## src/rtl/lstm_pkg.sv

```systemverilog
// Shared LSTM datapath definitions: sequencer FSM states and default fixed-point format.
package lstm_pkg;

   localparam int unsigned DEF_WIDTH = 32;
   localparam int unsigned DEF_FRAC  = 24;

   typedef enum logic [2:0] {
      S_IDLE,
      S_CLR,
      S_RUN,
      S_FLUSH,
      S_LATCH
   } dot_state_t;

endpackage

```

## src/rtl/dot_seq_if.sv

```systemverilog
// Sequencer-side bus between dot_seq, its MAC and the consumer of the result.
// The i_bias member exists only when DOT_SEQ_BIAS_EN is defined.
interface dot_seq_if
   import lstm_pkg::*;
#(
   parameter int unsigned WIDTH  = DEF_WIDTH,
   parameter int unsigned ADDR_W = 3
);
   logic              i_start;
   logic [WIDTH-1:0]  i_mac;
`ifdef DOT_SEQ_BIAS_EN
   logic [WIDTH-1:0]  i_bias;
`endif
   logic [ADDR_W-1:0] o_addr;
   logic              o_acc;
   logic              o_mac_clr;
   logic              o_busy;
   logic [WIDTH-1:0]  o_y;
   logic              o_valid;

`ifdef DOT_SEQ_BIAS_EN
   modport slave  (input  i_start, i_mac, i_bias,
                   output o_addr, o_acc, o_mac_clr, o_busy, o_y, o_valid);
   modport master (output i_start, i_mac, i_bias,
                   input  o_addr, o_acc, o_mac_clr, o_busy, o_y, o_valid);
`else
   modport slave  (input  i_start, i_mac,
                   output o_addr, o_acc, o_mac_clr, o_busy, o_y, o_valid);
   modport master (output i_start, i_mac,
                   input  o_addr, o_acc, o_mac_clr, o_busy, o_y, o_valid);
`endif

endinterface

```

## src/rtl/dot_seq_cnt.sv

```systemverilog
// Shared RAM address counter with clear, enable and terminal-count (== LEN-1) flag.
module dot_seq_cnt #(
   parameter int unsigned LEN    = 8,
   parameter int unsigned ADDR_W = 3
) (
   input  logic              clk,
   input  logic              rst,
   input  logic              clr,
   input  logic              en,
   output logic [ADDR_W-1:0] cnt,
   output logic              tc
);

   always_ff @(posedge clk) begin
      if (rst || clr)
         cnt <= '0;
      else if (en)
         cnt <= cnt + 1'b1;
   end

   assign tc = (cnt == ADDR_W'(LEN - 1));

endmodule

```

## src/rtl/dot_seq.sv

```systemverilog
// LEN-term dot-product sequencer driving one MAC over shared x/weight RAM addresses.
// Optional DOT_SEQ_BIAS_EN adds i_bias to the captured sum.
module dot_seq
   import lstm_pkg::*;
#(
   parameter int unsigned WIDTH  = DEF_WIDTH,
   parameter int unsigned FRAC   = DEF_FRAC,
   parameter int unsigned LEN    = 8,
   parameter int unsigned ADDR_W = 3
) (
   input logic      clk,
   input logic      rst,
   dot_seq_if.slave bus
);

   if (LEN < 1 || LEN > (1 << ADDR_W) || FRAC >= WIDTH) begin : g_param_check
      $error("dot_seq: illegal LEN/ADDR_W/FRAC combination");
   end

   dot_state_t       state, state_nx;
   logic             cnt_clr, cnt_en, cnt_tc;
   logic             acc_q, clr_q, busy_q, valid_q;
   logic [WIDTH-1:0] y_q, y_nx;

   dot_seq_cnt #(
      .LEN    (LEN),
      .ADDR_W (ADDR_W)
   ) u_cnt (
      .clk (clk),
      .rst (rst),
      .clr (cnt_clr),
      .en  (cnt_en),
      .cnt (bus.o_addr),
      .tc  (cnt_tc)
   );

   always_ff @(posedge clk) begin
      if (rst)
         state <= S_IDLE;
      else
         state <= state_nx;
   end

   always_comb begin
      state_nx = state;
      cnt_clr  = 1'b0;
      cnt_en   = 1'b0;
      case (state)
         S_IDLE: begin
            if (bus.i_start) begin
               state_nx = S_CLR;
               cnt_clr  = 1'b1;
            end
         end
         S_CLR:   state_nx = S_RUN;
         S_RUN: begin
            if (cnt_tc)
               state_nx = S_FLUSH;
            else
               cnt_en = 1'b1;
         end
         S_FLUSH: state_nx = S_LATCH;
         S_LATCH: state_nx = S_IDLE;
         default: state_nx = S_IDLE;
      endcase
   end

`ifdef DOT_SEQ_BIAS_EN
   assign y_nx = bus.i_mac + bus.i_bias;
`else
   assign y_nx = bus.i_mac;
`endif

   // Control outputs come from next-state so they line up with the state they describe;
   // acc is the RUN state delayed once to match the RAM read latency.
   always_ff @(posedge clk) begin
      if (rst) begin
         acc_q   <= 1'b0;
         clr_q   <= 1'b0;
         busy_q  <= 1'b0;
         valid_q <= 1'b0;
         y_q     <= '0;
      end else begin
         acc_q   <= (state == S_RUN);
         clr_q   <= (state_nx == S_CLR);
         busy_q  <= (state_nx != S_IDLE);
         valid_q <= (state == S_LATCH);
         if (state == S_LATCH)
            y_q <= y_nx;
      end
   end

   assign bus.o_acc     = acc_q;
   assign bus.o_mac_clr = clr_q;
   assign bus.o_busy    = busy_q;
   assign bus.o_valid   = valid_q;
   assign bus.o_y       = y_q;

endmodule

```

## src/flat_wrapper.sv

```systemverilog
// flat-port wrapper written by rule: the top's interface ports become plain ports
module dot_seq_flat import lstm_pkg::*;
#(
   parameter int unsigned WIDTH  = DEF_WIDTH,
   parameter int unsigned FRAC   = DEF_FRAC,
   parameter int unsigned LEN    = 8,
   parameter int unsigned ADDR_W = 3
)
  (clk, rst, bus_i_start, bus_i_mac, bus_o_addr, bus_o_acc, bus_o_mac_clr, bus_o_busy, bus_o_y, bus_o_valid);
  dot_seq_if #(.WIDTH(WIDTH), .ADDR_W(ADDR_W)) bus_i ();
  input logic clk;
  input logic rst;
  input wire logic [$bits(bus_i.i_start)-1:0] bus_i_start;
  input wire logic [$bits(bus_i.i_mac)-1:0] bus_i_mac;
  output wire logic [$bits(bus_i.o_addr)-1:0] bus_o_addr;
  output wire logic [$bits(bus_i.o_acc)-1:0] bus_o_acc;
  output wire logic [$bits(bus_i.o_mac_clr)-1:0] bus_o_mac_clr;
  output wire logic [$bits(bus_i.o_busy)-1:0] bus_o_busy;
  output wire logic [$bits(bus_i.o_y)-1:0] bus_o_y;
  output wire logic [$bits(bus_i.o_valid)-1:0] bus_o_valid;
  assign bus_i.i_start = bus_i_start;
  assign bus_i.i_mac = bus_i_mac;
  assign bus_o_addr = bus_i.o_addr;
  assign bus_o_acc = bus_i.o_acc;
  assign bus_o_mac_clr = bus_i.o_mac_clr;
  assign bus_o_busy = bus_i.o_busy;
  assign bus_o_y = bus_i.o_y;
  assign bus_o_valid = bus_i.o_valid;
  dot_seq #(.WIDTH(WIDTH), .FRAC(FRAC), .LEN(LEN), .ADDR_W(ADDR_W)) u_core (.clk(clk), .rst(rst), .bus(bus_i));
endmodule
```

## config.mk

```make
export PLATFORM = sky130hd
export DESIGN_NAME = dot_seq_flat
export DESIGN_NICKNAME = d
export VERILOG_FILES = /design/src/rtl/lstm_pkg.sv /design/src/rtl/dot_seq_if.sv /design/src/rtl/dot_seq_cnt.sv /design/src/rtl/dot_seq.sv /design/src/flat_wrapper.sv
export SDC_FILE = /design/constraint.sdc
export NUM_CORES = 1
export LEC_CHECK = 0
export BUFFER_PORTS_ARGS = -buffer_cell sky130_fd_sc_hd__buf_2
export CAP_MARGIN = 10
export CORE_MARGIN = 2
export CORE_UTILIZATION = 45
export CTS_CLUSTER_SIZE = 16
export DETAILED_ROUTE_END_ITERATION = 8
export PLACE_DENSITY_LB_ADDON = 0.1
export SETUP_SLACK_MARGIN = 0.15
export SYNTH_ARGS = -nofsm -noshare
export SYNTH_HDL_FRONTEND = slang
export SYNTH_SLANG_ARGS = --single-unit
```

## constraint.sdc

```tcl
create_clock -name clk -period 1.75 [get_ports clk]
set_input_delay 0.175 -clock clk [delete_from_list [all_inputs] [get_ports clk]]
set_output_delay 0.175 -clock clk [all_outputs]
set_load 0.02 [all_outputs]
```

======== Word-level counts from Yosys, hierarchy flattened ========
Cells that the tools add are included.
storage, ports and cells
  bits in registers ....................... 42
  input bits .............................. 35
  word-level logic and storage cells ...... 24
cells by class
  $add $sub $neg .......................... 1
  equality and inequality tests ........... 6
  muxes and demuxes ....................... 7
  reductions and logical operators ........ 3
operator list
  kind                                                                   count
  3-bit one-hot mux with 4 select lines                                  1
  3-bit by 1-bit equality test with 1-bit output, second input constant  2
  3-bit by 2-bit equality test with 1-bit output, second input constant  2
  3-bit equality test, second input constant                             2
  3-bit two-way mux                                                      2
  1-bit two-way mux                                                      4
  3-bit by 1-bit adder with 3-bit output, second input constant          1
  3-bit zero test                                                        1
  3-bit nonzero test                                                     1
  1-bit logical OR                                                       1

======== Depth between registers and ports, before layout ========
Gate-level depths: netlist of run 1.
  depth after elaboration ................. 4
  gate-level depth with buffers ........... 6
  gate-level depth less buffers ........... 5

======== Hierarchy ========
Synthesis of run 1 repeated with hierarchy kept, for this count alone.
second synthesis, totals
  cell total of the unflattened synthesis .. 174
  area, all modules ....................... 1848.0 um^2
by module, submodules not included
  module       times used  cells an instance  area each (um^2)  seq. area each (um^2)
  dot_seq      1           163                1714.1            780.7
  dot_seq_cnt  1           11                 133.9             60.1

======== Worst setup path after synthesis of run 1 ========
OpenSTA, ideal clock, no wires.
  kind .................................... register to register
  from .................................... register u_core.u_cnt.cnt[0]
  to ...................................... register u_core.u_cnt.cnt[1]
  setup time .............................. 0.114 ns
  data arrival time ....................... 1.364 ns
  path slack .............................. 0.271 ns
  cell stages (with the launch flop) ...... 6
  clock period less this slack ............ 1.479 ns
  path through ............................ dfxtp_1 > ha_1 > ha_1 > nor4b_4 > mux2i_1 > nor2_1
on the way
  cells in the longest elaborated chain, start to end .. 3
  elaborated cells between the ends (all ways) .. 4
  classes of those cells .................. add/sub: 1; eq/ne: 1; mux: 2
ends and longest elaborated chain
  item                    RTL line           RTL
  start, declared         dot_seq_cnt.sv:10  output logic [ADDR_W-1:0] cnt,
  start signal, assigned  dot_seq_cnt.sv:18  cnt <= cnt + 1'b1;
  3-bit equality test     dot_seq_cnt.sv:21  assign tc = (cnt == ADDR_W'(LEN - 1));
  1-bit two-way mux       dot_seq.sv:57      if (cnt_tc)
  1-bit two-way mux       dot_seq.sv:48      case (state)
Parallel ways exist; a longest one is shown, timed or not.
A chain may end at the register's enable or synchronous reset.

======== Final worst setup path of run 1 ========
Ends and elaborated chain as after synthesis.

==> reports/qor.csv, run 1 <==
stage;metric;value;unit
status;status;completed;
worst_hold_path;hold_path_class;primary input to flip-flop;
routing;detail-route-antenna-nets;0;
sta;finalCriticalPeriod;1.52;ns
yosys;seq_area_frac_synth;53.4;%
yosys;distinct_cell_type_count_after_synthesis;19;
die;die_height;63.1;um
clock_network;path_clk_slew;0.11;ns
worst_setup_path;peak_fanout_along_the_critical_path;3;
clock_network;postCtsResizedCells;0;
clock_network;post-cts-setup-buffer-count;0;
die;dieArea;0.00399;mm^2
clock_network;tritoncts;done;
worst_hold_path;min_delay_path_depth;3;
routing;drt-total-wl;2.85;mm
clock_network;numClockSinks;42;
worst_hold_path;worstHoldStart;bus_i_mac[1];
die;io-pin-count;74;
die;floorplan.core_area;0.00334;mm^2
global_routing;grt.total_usage;15.8;%
final_layout;stdcell_count;258;
power;peakVddDrop;0.578;mV
place;dp.final_hpwl;2.21;mm
sta;worst-slew-pin-transition;0.361;ns
sta;report.final.slew_viol_count;0;
global_routing;grt_pass1_vias;1173;
sta;setup-tns-final;0;ns
yosys;syn_nets;174;
power;cellPowerDensity;799;mW/mm^2
sta;worst_clock_skew;0.00590;ns
clock_network;worst_skew_pair.late_latency;0.33;ns
job;maxCapViolations;0;
global_routing;largest_net_degree_at_the_start_of_global_routing;26;
clock_network;number_of_clock_buffers_inserted_by_tritoncts;5;
die;initial_utilization;47.2;%
worst_setup_path;critical_path.startpoint_type;flip-flop;
routing;drtPass1Iterations;3;
die;die_w;63.1;um
yosys;postSynthCellCount;137;
routing;first_iter_violations;39;
final_layout;stdcell_area;0.00198;mm^2
clock_network;cts-root-to-sink-buffers;2;
sta;final_hold_fails;0;
yosys;synthesis.area;0.00157;mm^2
worst_setup_path;timing.critical_path.to_type;flip-flop;
final_layout;insertedDiodeCount;0;
routing;vias_per_cell;4.63;
sta;min_period_over_period;87.0;%
place;dp.cells;250;
final_layout;drive_above_1_share;40.6;%
power;total_leakage_power;0.914;nW
final_layout;finalNetCount;248;
yosys;post_synth.cell_area_avg;11.5;um^2
clock_network;post_cts_hold_buffer_count;0;
worst_hold_path;hold_path_end;u_core.bus.o_y[1]$_SDFFE_PP0P_;
final_layout;final_util;59.5;%
place;placement.cell_area;0.00192;mm^2
worst_setup_path;r2r-end;u_core.u_cnt.cnt[1]$_SDFFE_PP0P_;
global_routing;grt.overflow.total;0;
yosys;ys_warn_count;0;
routing;dr_total_vias;1195;
final_layout;fillerInstances;309;
worst_setup_path;worst_path_arrival_time;1.76;ns
worst_setup_path;worstSetupPathType;flip-flop to flip-flop;
sta;setup_viol_count_final;0;
worst_setup_path;ff2ff_setup_slack;0.23;ns
clock_network;clockRootBuffer;sky130_fd_sc_hd__clkbuf_4;
place;gpl.final_weighted_congestion;0.660;
clock_network;htree_levels;2;
die;row_count;21;
worst_setup_path;timing.reg2reg.worst_path_depth;5;
final_layout;area.growth.synth_to_final;26.1;%
sta;max_freq;657;MHz
sta;unrepaired_setup_endpoints_after_global_routing;false;
place;port-buffer-count;73;
worst_setup_path;crit_required;1.99;ns
sta;max_transition_margin;75.6;%
global_routing;grt_antenna_before_repair;0;
yosys;yosys_register_bits;42;
routing;route.detailed.wl_per_inst;11.0;um
worst_setup_path;rr_startpoint;u_core.u_cnt.cnt[0]$_SDFFE_PP0P_;
global_routing;grt_first_pass_wirelength;4.98;mm
routing;drc;0;
## Yosys cell counts
master	instances	share of area [%]
sky130_fd_sc_hd__mux2i_1	34	22
sky130_fd_sc_hd__nor3_1	1	0.32
sky130_fd_sc_hd__a21o_1	1	0.48
sky130_fd_sc_hd__buf_12	3	3.8
sky130_fd_sc_hd__ha_1	2	1.6
sky130_fd_sc_hd__dlygate4sd1_1	3	1.7
sky130_fd_sc_hd__nor4b_1	1	0.56
sky130_fd_sc_hd__clkbuf_2	1	0.32
sky130_fd_sc_hd__nor2b_1	1	0.40
sky130_fd_sc_hd__xnor2_1	2	1.1
sky130_fd_sc_hd__inv_1	1	0.24
sky130_fd_sc_hd__nor4b_4	1	1.5
sky130_fd_sc_hd__nor2_1	37	8.8
sky130_fd_sc_hd__nor3b_2	1	0.79
sky130_fd_sc_hd__and3_1	2	0.79
sky130_fd_sc_hd__buf_6	2	1.4
sky130_fd_sc_hd__a31o_2	1	0.56
sky130_fd_sc_hd__o31a_1	1	0.56
sky130_fd_sc_hd__dfxtp_1	42	53
## placed cells by master, fill, tap and decap left out
cell | netlist | layout
sky130_fd_sc_hd__dfxtp_1 | 42 | 42
sky130_fd_sc_hd__buf_2 | 0 | 73
sky130_fd_sc_hd__buf_12 | 3 | 1
sky130_fd_sc_hd__nor3b_4 | 0 | 1
sky130_fd_sc_hd__mux2i_1 | 34 | 34
sky130_fd_sc_hd__clkbuf_8 | 0 | 1
sky130_fd_sc_hd__and3_1 | 2 | 2
sky130_fd_sc_hd__nor2_1 | 37 | 37
sky130_fd_sc_hd__ha_1 | 2 | 2
sky130_fd_sc_hd__nor2b_1 | 1 | 1
sky130_fd_sc_hd__xnor2_1 | 2 | 2
sky130_fd_sc_hd__clkinv_2 | 0 | 1
sky130_fd_sc_hd__nor4b_4 | 1 | 1
sky130_fd_sc_hd__buf_4 | 0 | 2
sky130_fd_sc_hd__inv_1 | 1 | 1
sky130_fd_sc_hd__a31o_2 | 1 | 1
sky130_fd_sc_hd__clkbuf_1 | 0 | 1
sky130_fd_sc_hd__o31a_1 | 1 | 1
sky130_fd_sc_hd__nor4b_1 | 1 | 1
sky130_fd_sc_hd__clkbuf_4 | 0 | 5
sky130_fd_sc_hd__a21o_1 | 1 | 1
sky130_fd_sc_hd__nor3_1 | 1 | 1
## flip-flops by register name, indices dropped and copies added (netlist names)
name,count
u_core.state,3
u_core.bus.o_valid,1
u_core.bus.o_busy,1
u_core.bus.o_acc,1
u_core.bus.o_y,32
u_core.bus.o_mac_clr,1
u_core.u_cnt.cnt,3
## stage by stage
step	total power, mW	setup slack (ns)	hold WS, ns
global route	1.68	0.165	0.0411
detailed placement	1.14	0.247	0.418
CTS	1.62	0.211	0.0577
global placement	1.13	0.344	0.410
floorplan	1.09	0.271	0.311
finish	1.58	0.228	0.0701
## power by group
group	total (mW)	switching [mW]	internal (mW)	leakage (nW)
clock	0.468	0.273	0.195	0.0353
combinational	0.129	0.0631	0.0655	0.539
sequential	0.989	0.0164	0.972	0.339
total	1.58	0.352	1.23	0.914
## how the worst max path moves through the flow
stage | startpoint | to | depth (start not counted)
5_1_grt | u_core.u_cnt.cnt[0]$_SDFFE_PP0P_ | u_core.u_cnt.cnt[1]$_SDFFE_PP0P_ | 5
2_1_floorplan | u_core.u_cnt.cnt[0]$_SDFFE_PP0P_ | u_core.u_cnt.cnt[1]$_SDFFE_PP0P_ | 5
6_report | u_core.u_cnt.cnt[0]$_SDFFE_PP0P_ | u_core.u_cnt.cnt[1]$_SDFFE_PP0P_ | 5
4_1_cts | u_core.u_cnt.cnt[0]$_SDFFE_PP0P_ | u_core.u_cnt.cnt[1]$_SDFFE_PP0P_ | 5
3_5_place_dp | u_core.u_cnt.cnt[0]$_SDFFE_PP0P_ | u_core.u_cnt.cnt[1]$_SDFFE_PP0P_ | 5
3_3_place_gp | u_core.u_cnt.cnt[0]$_SDFFE_PP0P_ | u_core.u_cnt.cnt[1]$_SDFFE_PP0P_ | 5
## area by class of cell
cell class                      instances  area [um^2]  area share (%)
Clock buffer                            7         55.1            2.77
Clock inverter                          1         5.00           0.252
Inverter                                1         3.75           0.189
Multi-Input combinational cell         85          622            31.3
Sequential cell                        42          841            42.4
Tap cell                               46         57.6            2.90
Timing Repair Buffer                   76          400            20.2
## metal layers
layer	track usage, %	vias up	part of all wire, %
met4	5.00	0	1.3
met3	6.07	5	8.9
met5	0	-	0
met1	17.6	538	41
li1	-	601	-
met2	27.5	51	49
## worst max-delay path: stages, from the launching register on
cell                      delay (ns)
sky130_fd_sc_hd__dfxtp_1        0.35
sky130_fd_sc_hd__ha_1           0.21
sky130_fd_sc_hd__ha_1           0.22
sky130_fd_sc_hd__nor4b_4        0.34
sky130_fd_sc_hd__mux2i_1        0.24
sky130_fd_sc_hd__nor2_1         0.06
## kinds of logic (layout without fill, tap and decap cells)
| kind of cell | count (synthesis) | count (layout) | share of synthesized area (%) |
|---|---|---|---|
| AO/OA/AOI/OAI | 3 | 3 | 1.59 |
| XOR/XNOR | 2 | 2 | 1.11 |
| AND/OR/NAND/NOR | 44 | 44 | 13.2 |
| buffers and inverters | 10 | 85 | 7.47 |
| multiplexers | 34 | 34 | 21.6 |
| adder cells (fa/ha/maj) | 2 | 2 | 1.59 |
| flip-flops | 42 | 42 | 53.4 |
Note: power is estimated with default switching activity, not from simulation.
==> run 2: changes to the inputs <==
Settings changed: CTS_BUF_LIST set to sky130_fd_sc_hd__clkbuf_16, GPL_ROUTABILITY_DRIVEN set to 0, MAX_ROUTING_LAYER set to met4.
==> run 2 against run 1 <==
Effect of this change: clock skew decreased by 0.0026 ns; via count up 0.84%; total power grew 23%; global-route usage grew 0.83 points; clock power rose by 79%; core utilization increased by 2.3 points; cell area up 3.9%; final cell count unchanged; first-iteration DRC count is 15% higher; count of clock-buffer cells in the layout fell by 2; sequential share of layout area decreased by 1.6 points; flip-flop and latch count did not move.
==> reports/qor.csv, run 2 (same netlist as run 1, synthesis figures left out) <==
stage;metric;value;unit
worst_setup_path;worstSetupPathDepth;5;
die;row_count;21;
global_routing;grt_util_met2;27.8;%
power;cellPowerDensity;948;mW/mm^2
die;floorplan.core_area;0.00334;mm^2
worst_setup_path;critPathMostFrequentCell;sky130_fd_sc_hd__ha_1;
clock_network;numClockSinks;42;
routing;dr_total_vias;1205;
status;status;completed;
place;dp.final_hpwl;2.21;mm
final_layout;layout_common_cells;73 x sky130_fd_sc_hd__buf_2, 42 x sky130_fd_sc_hd__dfxtp_1, 37 x sky130_fd_sc_hd__nor2_1;
sta;unrepaired_setup_endpoints_after_global_routing;false;
worst_setup_path;timing.critical_path.to_type;flip-flop;
worst_setup_path;peak_fanout_along_the_critical_path;3;
global_routing;grt.total_usage;16.6;%
clock_network;tritoncts;done;
routing;drt-total-wl;2.92;mm
global_routing;grt.busiest_layer;met2;
worst_setup_path;crit_required;1.92;ns
global_routing;largest_net_degree_at_the_start_of_global_routing;26;
sta;report.final.slew_viol_count;0;
sta;max_freq;660;MHz
sta;worst-slew-pin-transition;0.364;ns
worst_setup_path;timing.reg2reg.worst_path_depth;5;
clock_network;htree_levels;2;
routing;route.detailed.wl_per_inst;11.3;um
clock_network;post_cts_hold_buffer_count;0;
sta;final_hold_fails;0;
power;total_leakage_power;0.951;nW
worst_setup_path;critical_path.startpoint_type;flip-flop;
worst_setup_path;worstSetupPathType;flip-flop to flip-flop;
global_routing;grt_util_met1;18.0;%
routing;first_iter_violations;45;
final_layout;drive_above_1_share;40.1;%
sta;setup-tns-final;0;ns
global_routing;grt_first_pass_wirelength;5.06;mm
clock_network;clockRootBuffer;sky130_fd_sc_hd__clkbuf_16;
sta;finalCriticalPeriod;1.52;ns
place;port-buffer-count;73;
clock_network;post-cts-setup-buffer-count;0;
sta;worst_clock_skew;0.00327;ns
die;dieArea;0.00399;mm^2
sta;max_transition_margin;75.4;%
routing;drc;0;
worst_setup_path;worst_path_arrival_time;1.68;ns
final_layout;multi_input_area;622;um^2
global_routing;gr-usage-met3;5.71;%
die;die_height;63.1;um
final_layout;fillerInstances;307;
die;io-pin-count;74;
worst_setup_path;timing.critical_path.cells;ha_1 -> ha_1 -> nor4b_4 -> mux2i_1 -> nor2_1;
routing;detail-route-antenna-nets;0;
die;die_w;63.1;um
worst_setup_path;path_delay_family;adder cells;
power;report.power.total;1.96;mW
global_routing;grt.overflow.total;0;
routing;drtPass1Iterations;4;
routing;vias_per_cell;4.67;
clock_network;cts-root-to-sink-buffers;2;
clock_network;postCtsResizedCells;0;
final_layout;finalNetCount;248;
power;peakVddDrop;0.629;mV
worst_setup_path;critical_path_max_stage_delay;0.34;ns
final_layout;stdcell_area;0.00206;mm^2
final_layout;area.growth.synth_to_final;31.0;%
final_layout;largest_register_ffs;32;
global_routing;grt_antenna_before_repair;0;
sta;setup_viol_count_final;0;
final_layout;layout.cells.most_common;sky130_fd_sc_hd__buf_2;
final_layout;insertedDiodeCount;0;
worst_setup_path;worst-path-buf-inv;0;
clock_network;path_clk_slew;0.06;ns
job;maxCapViolations;0;
worst_hold_path;hold_path_class;primary input to flip-flop;
die;initial_utilization;47.2;%
worst_hold_path;min_delay_path_depth;3;
sta;min_period_over_period;86.6;%
clock_network;worst_skew_pair.late_latency;0.27;ns
clock_network;number_of_clock_buffers_inserted_by_tritoncts;5;
global_routing;grt_pass1_vias;1188;
place;placement.cell_area;0.00192;mm^2
worst_setup_path;timing.critical_path.slowest_stage_cell;sky130_fd_sc_hd__nor4b_4;
final_layout;final-seq-area;841;um^2
-- run 2: power breakdown --
group          internal, mW  switching, mW  total (mW)
combinational        0.0655         0.0634       0.129
sequential            0.974         0.0163       0.990
clock                 0.514          0.322       0.836
total                  1.55          0.402        1.96
-- run 2: area by class of cell --
class | instances | area share [%]
Multi-Input combinational cell | 85 | 30.2
Inverter | 1 | 0.182
Sequential cell | 42 | 40.8
Clock inverter | 3 | 0.607
Clock buffer | 5 | 6.07
Tap cell | 46 | 2.79
Timing Repair Buffer | 76 | 19.4
-- run 2: metal layers --
layer,part of all wire [%],routed length (um),vias to the layer above
li1,-,-,602
met1,41,1210,548
met3,8.3,241,4
met5,0,0,-
met2,49,1440,51
met4,1.1,31,0
-- run 2: final timing paths --
path,start,to,slack [ns]
min reg2reg,u_core.bus.o_y[13]$_SDFFE_PP0P_,u_core.bus.o_y[13]$_SDFFE_PP0P_,0.48
max reg2reg,u_core.u_cnt.cnt[0]$_SDFFE_PP0P_,u_core.u_cnt.cnt[1]$_SDFFE_PP0P_,0.23
min,bus_i_mac[13],u_core.bus.o_y[13]$_SDFFE_PP0P_,0.13
max,u_core.u_cnt.cnt[0]$_SDFFE_PP0P_,u_core.u_cnt.cnt[1]$_SDFFE_PP0P_,0.23
-- run 2: stage by stage --
step | hold WS, ns | worst slack (ns) | util, % | instances
floorplan | 0.311 | 0.271 | - | 137
global placement | 0.410 | 0.344 | 57.7 | 250
detailed placement | 0.418 | 0.247 | 57.7 | 250
CTS | 0.129 | 0.220 | 61.8 | 258
global route | 0.138 | 0.174 | 61.8 | 258
finish | 0.132 | 0.234 | 61.8 | 258
-- run 2: worst register-to-register path, delay by kind of cell (launching register included) --
family	cells	cell delay, ns
fa+ha+maj	2	0.43
simple gates	2	0.40
mux	1	0.24
flops	1	0.33
